===== config.mk =====
export PLATFORM = sky130hd
export DESIGN_NAME = sr_latch_sequencer
export DESIGN_NICKNAME = d
export VERILOG_FILES = /design/src/rtl/sr_seq_pkg.sv /design/src/rtl/rr_arbiter.sv /design/src/rtl/sr_latch_sequencer.sv
export SDC_FILE = /design/constraint.sdc
export NUM_CORES = 1
export LEC_CHECK = 0
export BUFFER_PORTS_ARGS = -buffer_cell sky130_fd_sc_hd__buf_2
export CORE_MARGIN = 8
export CORE_UTILIZATION = 45
export DETAILED_ROUTE_END_ITERATION = 16
export GPL_ROUTABILITY_DRIVEN = 0
export MAX_ROUTING_LAYER = met4
export PLACE_DENSITY = 0.71
export SETUP_SLACK_MARGIN = 0.3
export SLEW_MARGIN = 10
export SYNTH_ARGS = -nofsm -noshare
export SYNTH_HDL_FRONTEND = slang
export SYNTH_SLANG_ARGS = --single-unit

===== constraint.sdc =====
create_clock -name clk -period 3.8 [get_ports clk]
set_clock_uncertainty 0.2 [all_clocks]
set_input_delay 0.76 -clock clk [delete_from_list [all_inputs] [get_ports clk]]
set_output_delay 0.76 -clock clk [all_outputs]
set_load 0.01 [all_outputs]

===== src/rtl/sr_seq_pkg.sv =====
// Shared types and helpers for the SR latch sequencer.
package sr_seq_pkg;

  typedef enum logic [1:0] {
    IDLE,
    PULSE,
    SETTLE,
    CHECK
  } state_t;

  localparam logic OP_SET   = 1'b1;
  localparam logic OP_RESET = 1'b0;

  // Index width that stays at least one bit wide.
  function automatic int clog2_min1(input int n);
    return (n <= 2) ? 1 : $clog2(n);
  endfunction

endpackage


===== src/rtl/rr_arbiter.sv =====
// Combinational round-robin pick: first asserted request at or above ptr, wrapping.
module rr_arbiter #(
  parameter int N_REQ = 4,
  parameter int IW    = 2
) (
  input  logic [N_REQ-1:0] req,
  input  logic [IW-1:0]    ptr,
  output logic [N_REQ-1:0] onehot,
  output logic [IW-1:0]    idx,
  output logic             any
);

  logic          found;
  logic [IW-1:0] j;

  always_comb begin
    // NOTE: every output gets a default before the loop, otherwise paths that
    // never match would hold their old value and infer a latch.
    onehot = '0;
    idx    = '0;
    found  = 1'b0;
    j      = '0;
    for (int i = 0; i < N_REQ; i++) begin
      j = IW'((int'(ptr) + i) % N_REQ);
      if (!found && req[j]) begin
        found     = 1'b1;
        onehot[j] = 1'b1;
        idx       = j;
      end
    end
    any = found;
  end

endmodule


===== src/rtl/sr_latch_sequencer.sv =====
// Sole driver of an external NOR SR latch: arbitrates requesters, pulses S/R,
// waits for the latch to settle and verifies its outputs.
module sr_latch_sequencer
  import sr_seq_pkg::*;
#(
  parameter int N_REQ      = 4,
  parameter int PULSE_CYC  = 2,
  parameter int SETTLE_CYC = 2,
  parameter bit INIT_CLEAR = 1'b1
) (
  input  logic                     clk,
  input  logic                     rst_n,
  input  logic [N_REQ-1:0]         req,
  input  logic [N_REQ-1:0]         op,
  output logic [N_REQ-1:0]         gnt,
  output logic                     busy,
  output logic                     done,
  output logic [$clog2(N_REQ)-1:0] done_id,
  output logic                     err,
  output logic                     err_sticky,
  output logic                     latch_s,
  output logic                     latch_r,
  input  logic                     latch_q,
  input  logic                     latch_qb
);

  localparam int IW    = clog2_min1(N_REQ);
  localparam int MAXC  = (PULSE_CYC > SETTLE_CYC) ? PULSE_CYC : SETTLE_CYC;
  localparam int CW    = $clog2(MAXC + 1);

  state_t        state;
  logic [CW-1:0] cnt;
  logic          op_l;
  logic [IW-1:0] idx_l;
  logic [IW-1:0] ptr;
  logic          init_pend;
  logic          init_op;

  logic [N_REQ-1:0] win_oh;
  logic [IW-1:0]    win_idx;
  logic             win_any;
  logic             check_fail;

  rr_arbiter #(
    .N_REQ (N_REQ),
    .IW    (IW)
  ) u_arb (
    .req    (req),
    .ptr    (ptr),
    .onehot (win_oh),
    .idx    (win_idx),
    .any    (win_any)
  );

  // The latch must hold exactly the latched op with complementary outputs.
  assign check_fail = (latch_q == latch_qb) || (latch_q != op_l);

  assign busy    = (state != IDLE);
  assign done_id = idx_l;
  assign err     = done & check_fail;

  always_ff @(posedge clk or negedge rst_n) begin
    if (!rst_n) begin
      state      <= IDLE;
      cnt        <= '0;
      op_l       <= OP_RESET;
      idx_l      <= '0;
      ptr        <= '0;
      init_pend  <= INIT_CLEAR;
      init_op    <= 1'b0;
      gnt        <= '0;
      done       <= 1'b0;
      err_sticky <= 1'b0;
      latch_s    <= 1'b0;
      latch_r    <= 1'b0;
    end else begin
      // NOTE: sequential state uses non-blocking assignments so every register
      // samples the pre-edge values regardless of statement order.
      gnt  <= '0;
      done <= 1'b0;
      case (state)
        IDLE: begin
          if (init_pend) begin
            init_pend <= 1'b0;
            init_op   <= 1'b1;
            op_l      <= OP_RESET;
            latch_s   <= 1'b0;
            latch_r   <= 1'b1;
            cnt       <= CW'(PULSE_CYC - 1);
            state     <= PULSE;
          end else if (win_any) begin
            init_op <= 1'b0;
            op_l    <= op[win_idx];
            idx_l   <= win_idx;
            ptr     <= (win_idx == IW'(N_REQ - 1)) ? '0 : win_idx + IW'(1);
            gnt     <= win_oh;
            latch_s <= op[win_idx];
            latch_r <= ~op[win_idx];
            cnt     <= CW'(PULSE_CYC - 1);
            state   <= PULSE;
          end
        end
        PULSE: begin
          if (cnt == '0) begin
            latch_s <= 1'b0;
            latch_r <= 1'b0;
            cnt     <= CW'(SETTLE_CYC - 1);
            state   <= SETTLE;
          end else begin
            cnt <= cnt - CW'(1);
          end
        end
        SETTLE: begin
          if (cnt == '0) begin
            done  <= ~init_op;
            state <= CHECK;
          end else begin
            cnt <= cnt - CW'(1);
          end
        end
        CHECK: begin
          if (check_fail) err_sticky <= 1'b1;
          state <= IDLE;
        end
        default: begin
          latch_s <= 1'b0;
          latch_r <= 1'b0;
          state   <= IDLE;
        end
      endcase
    end
  end

endmodule

## Word-level counts from Yosys, hierarchy flattened

Cells that the tools add are included.

- Reduce and logical (&&, ||, !) cells: 23
- Equal/unequal tests: 10
- Bitwise logic cells: 7
- Shift-type cells: 0
- Add/subtract/negate cells: 5
- $mul: 0
- Magnitude comparators: 9
- Div/mod/pow operators: 0
- Mux-type cells: 53

Operator list:

| operator | number |
|---|---|
| 2-to-1 mux 4 bit | 7 |
| 2-to-1 mux 1 bit | 22 |
| 2-to-1 mux 2 bit | 11 |
| less-than comparator 2 x 3 -> 1 bit, second input constant | 5 |
| OR 4 bit | 3 |
| AND reduction 3 bit | 4 |
| binary-select mux 1 bit (select 2 bit) | 5 |
| demux 1 bit (select 2 bit) | 4 |
| greater-or-equal comparator 2 x 1 -> 1 bit, second input constant | 4 |
| one-hot mux 2 bit (4 select lines) | 1 |
| logical AND 1 bit | 7 |
| == test 2 bit, second input constant | 3 |
| inequality test 2 bit, second input constant | 3 |
| one-hot mux 2 bit (3 select lines) | 1 |
| nonzero test 2 bit | 3 |
| adder 2 x 1 -> 2 bit, second input constant | 2 |
| adder 2 bit, second input constant | 2 |
| zero test 2 bit | 2 |
| one-hot mux 1 bit (2 select lines) | 2 |
| AND reduction 2 bit | 2 |
| zero test 1 bit | 3 |
| inequality test 3 x 2 -> 1 bit, second input constant | 1 |
| inverter 1 bit | 3 |
| nonzero test 3 bit | 1 |
| other kinds (6) | 6 |

- Output and inout port bits: 12
- RAM bits: 0
- Memories kept: 0
- Latch bits: 0
- Bits in registers: 19
- Input port bits: 12
- ROM bits: 0

## Longest topological paths before layout

- Depth after elaboration: 18
- Mapped depth: 12
- Gate-level depth less buffers: 9

## Modules after synthesis

Synthesis repeated with hierarchy kept, for this count alone.

- Cell total of the unflattened synthesis: 131
- Area total of the unflattened synthesis: 1,412.6 um^2

Modules (own cells, without submodules):

| module | times used | cells each | area each (um^2) | seq. area each (um^2) |
|---|---|---|---|---|
| sr_latch_sequencer | 1 | 86 | 993.5 | 476.7 |
| rr_arbiter | 1 | 45 | 419.2 | 0.0 |

## Worst setup path before layout

No wires, ideal clock.

- Path type: register -> register
- Start point: register ptr[0]
- End point: register latch_r
- Cell stages (with the launch flop): 12
- Path buffers: 3
- Path slack: 683 ps
- Arrival: 2,799 ps
- Setup time: 118 ps
- Cells stage by stage: dfrtp_1 > buf_6 > buf_2 > inv_1 > ha_1 > clkbuf_1 > mux4_2 > a21oi_1 > mux2i_1 > o211ai_2 > mux2_4 > a21o_1

- Cells in the longest elaborated chain, start to end: 18
- Elaborated cells on any way between the ends: 33
- Those cells by class: add/sub (3); eq/ne (1); mux (21); bitwise (1); reduce/logical (7)

Ends and longest elaborated chain:

| element | line | source |
|---|---|---|
| from (decl) | sr_latch_sequencer.sv:35 | `logic [IW-1:0] ptr;` |
| from (signal assigned) | sr_latch_sequencer.sv:95 | `ptr <= (win_idx == IW'(N_REQ - 1)) ? '0 : win_idx + IW'(1);` |
| parallel branches: the longest is 18 deep, another holds adder 2 x 1 -> 2 bit | - |  |
| to (signal assigned) | sr_latch_sequencer.sv:98 | `latch_r <= ~op[win_idx];` |
| to (decl) | sr_latch_sequencer.sv:22 | `output logic latch_r,` |

Parallel ways; which one is timed is not known. The select of a mux whose other input is x is not followed.
A chain may end at the register's enable or synchronous reset.

## Worst setup path after layout

- Start point: register ptr[1]
- End point: register latch_r

Same word-level chain as after synthesis.

==> results.sh <==
export IMPL_vias=1277
export IMPL_drive_above_1_share=0.215
export IMPL_synth_edf_count=0
export IMPL_grt_ovfl_total=0
export IMPL_power_switching_mw=0.687
export IMPL_status="finished, final reports clean"
export IMPL_maxSlewHeadroom=0.544
export IMPL_die_y_um=73.5
export IMPL_power_leakage_nw=0.781
export IMPL_ant_nets=0
export IMPL_fmax_mhz=324
export IMPL_clkTransAtPathRegs_ns=0.10
export IMPL_diodes=0
export IMPL_clk_root_buffer_cell="clkbuf_4"
export IMPL_drt_iter0_markers=85
export IMPL_syn_area_um2=1490
export IMPL_setup_tns_ns=0
export IMPL_grt_max_degree=22
export IMPL_ctsHoldBuffers=0
export IMPL_seqCellArea_um2=477
export IMPL_setup_viol=0
export IMPL_crit_family="multiplexers"
export IMPL_grt_pass1_vias=1290
export IMPL_area_delta_synth_final_pct=11.0
export IMPL_cts_path_max_buffers=2
export IMPL_sequentialPowerShare=0.233
export IMPL_drv_slew=0
export IMPL_top_layer_used="met4"
export IMPL_clkPwrFrac=0.068
export IMPL_synth_area_top_cells="dfrtp_1 30%, ha_1 12%, nor2_1 5.5%"
export IMPL_seq_area_frac_synth=0.320
export IMPL_drc=0
export IMPL_period_needed_ns=3.09
export IMPL_crit_type="reg2reg"
export IMPL_synthesis_nets=193
export IMPL_cts_htree_levels=1
export IMPL_routedWlPerCell_um=14.1
export IMPL_rr_worst_depth=8
export IMPL_r2r_slack_ns=0.71
export IMPL_vias_per_cell=5.50
export IMPL_irDropWorstVdd_uv=445
export IMPL_met2_length_um=1670
export IMPL_core_area_um2=3260
export IMPL_synth_commonest_cells="22 x nor2_1, 18 x dfrtp_1, 15 x nand2_1"
export IMPL_die_w_um=73.5
export IMPL_r2r_start="ptr[1]"
export IMPL_powerDensity_nw_per_um2=879
export IMPL_async_flop_share=1.00
export IMPL_start_kind="flop"
export IMPL_place_hpwl_um=2600
export IMPL_yosysTopAreaCell="dfrtp_1"
export IMPL_nets=213
export IMPL_worstPathCellList="inv_1, ha_1, mux4_2, a21oi_1, mux2i_1, o211ai_2, mux2_4, a21o_1"
export IMPL_multiInputGateArea_um2=922
export IMPL_yosysUniqueCellTypes=42
export IMPL_numPortBuffers=23
export IMPL_max_stage_delay_ns=0.59
export IMPL_wl_met3_um=134
export IMPL_drt_wl_total_um=3270
export IMPL_first_pass_iters=4
export IMPL_gr_usage_all_layers=0.133
export IMPL_worst_path_max_fanout=12
export IMPL_ys_ff_latch=19
export IMPL_hold_class="in2async"
export IMPL_die_area_um2=5410
export IMPL_arrival_ns=3.08
export IMPL_worst_pin_slew_ns=0.678
export IMPL_crit_slowest_cell="dfrtp_1"
export IMPL_cp_end_kind="flop"
export IMPL_synthCells=167
export IMPL_maxCapViolations=0
export IMPL_grt_antenna_before_repair=0
export IMPL_grt_setup_unrepaired="no"
export IMPL_finalCritPeriodShare=0.813
export IMPL_synth_most_common_cell="nor2_1"
export IMPL_wl_met1_um=1430
export IMPL_initial_core_util=0.457
export IMPL_ioPinCount=24
export IMPL_post_cts_buffers=0
export IMPL_synth_ff_type="dfrtp_1"
export IMPL_crit_buf_inv=1
export IMPL_p_int_mw=0.766
export IMPL_cts_tree="yes"
export IMPL_rows=21
export IMPL_worstReg2RegEnd="latch_r"
export IMPL_cts_buffers_inserted=3
export IMPL_hold_viol=0
export IMPL_clk_latency_ns=0.29
export IMPL_cp_required_ns=3.79
export IMPL_p_comb_frac=0.699
export IMPL_grt_pass1_wl_um=5690
export IMPL_cts_sinks=19
export IMPL_fill_cells=319
export IMPL_netlist_area_leader_share=0.302
export IMPL_swShare=0.473
export IMPL_whs_ns=0.189
export IMPL_syn_area_per_cell_um2=8.92
export IMPL_cts_repair_resized=0
export IMPL_ys_warn_count=0
routing by layer:
layer / vias to the layer above / track usage
li1: 626 / -
met1: 621 / 0.148
met2: 28 / 0.237
met3: 2 / 0.0123
met4: 0 / 0.0554
met5: - / -
cells by family after synthesis:
logic type	count (synthesis)	synth area share
mux	10	0.101
simple gates	60	0.196
flops	19	0.320
compound gates	42	0.198
buf+inv	21	0.0613
xor+xnor	1	0.00588
fa+ha+maj	14	0.118
area by class of cell:
type                    count  share of cell area
repair buffers             25              0.0787
flip-flops and latches     19               0.288
well taps                  46              0.0348
inverters                  11              0.0250
multi-input cells         127               0.557
clock buffers               4              0.0159
cells in the final DEF, fill, tap and decap left out, types with 2 or more instances in the layout:
cell	count
a221oi_1	4
mux2_4	2
clkbuf_4	3
dfrtp_1	18
a31oi_1	2
nand2_1	15
mux2i_1	3
a21o_1	4
mux4_2	3
o31ai_1	2
mux2_2	2
nor2_1	22
a22oi_1	4
a32oi_1	2
buf_4	2
nor2b_1	2
o22ai_1	2
inv_1	11
nand3_1	6
nand2b_1	5
o21ai_0	8
buf_2	23
ha_1	14
a21oi_1	7
nand3b_1	2
power groups by stage:
stage | Sequential (mW) | Combinational, mW | Clock, mW
floorplan | 0.348 | 0.784 | 0
global placement | 0.338 | 0.979 | 0
detailed placement | 0.344 | 1.02 | 0
CTS | 0.340 | 1.02 | 0.102
global route | 0.350 | 1.15 | 0.110
finish | 0.339 | 1.02 | 0.0989
stage by stage:
step / setup WS [ns] / cells / power [mW] / cell area [um2] / util
CTS: 0.680 / 232 / 1.46 / 1650 / 0.508
detailed placement: 0.717 / 228 / 1.36 / 1630 / 0.500
floorplan: 0.683 / 167 / 1.13 / 1490 / -
global route: 0.532 / 232 / 1.61 / 1650 / 0.508
finish: 0.711 / 232 / 1.45 / 1650 / 0.508
global placement: 0.931 / 228 / 1.32 / 1630 / 0.500
how the worst max path moves through the flow:
stage / startpoint / end / slack, ns / depth (start not counted)
6_report: ptr[1] / latch_r / 0.71 / 8
5_1_grt: ptr[1] / latch_s / 0.53 / 8
4_1_cts: ptr[1] / latch_r / 0.68 / 8
3_5_place_dp: ptr[1] / latch_r / 0.72 / 8
3_3_place_gp: ptr[1] / latch_r / 0.93 / 8
2_1_floorplan: ptr[0] / latch_r / 0.68 / 11
sequential cells by signal (all words and copies together), names as in the netlist, 2 cells and up:
register  count
state         2
done_id       2
gnt           4
ptr           2
cnt           2
No activity file was read; power rests on OpenSTA's default activity.
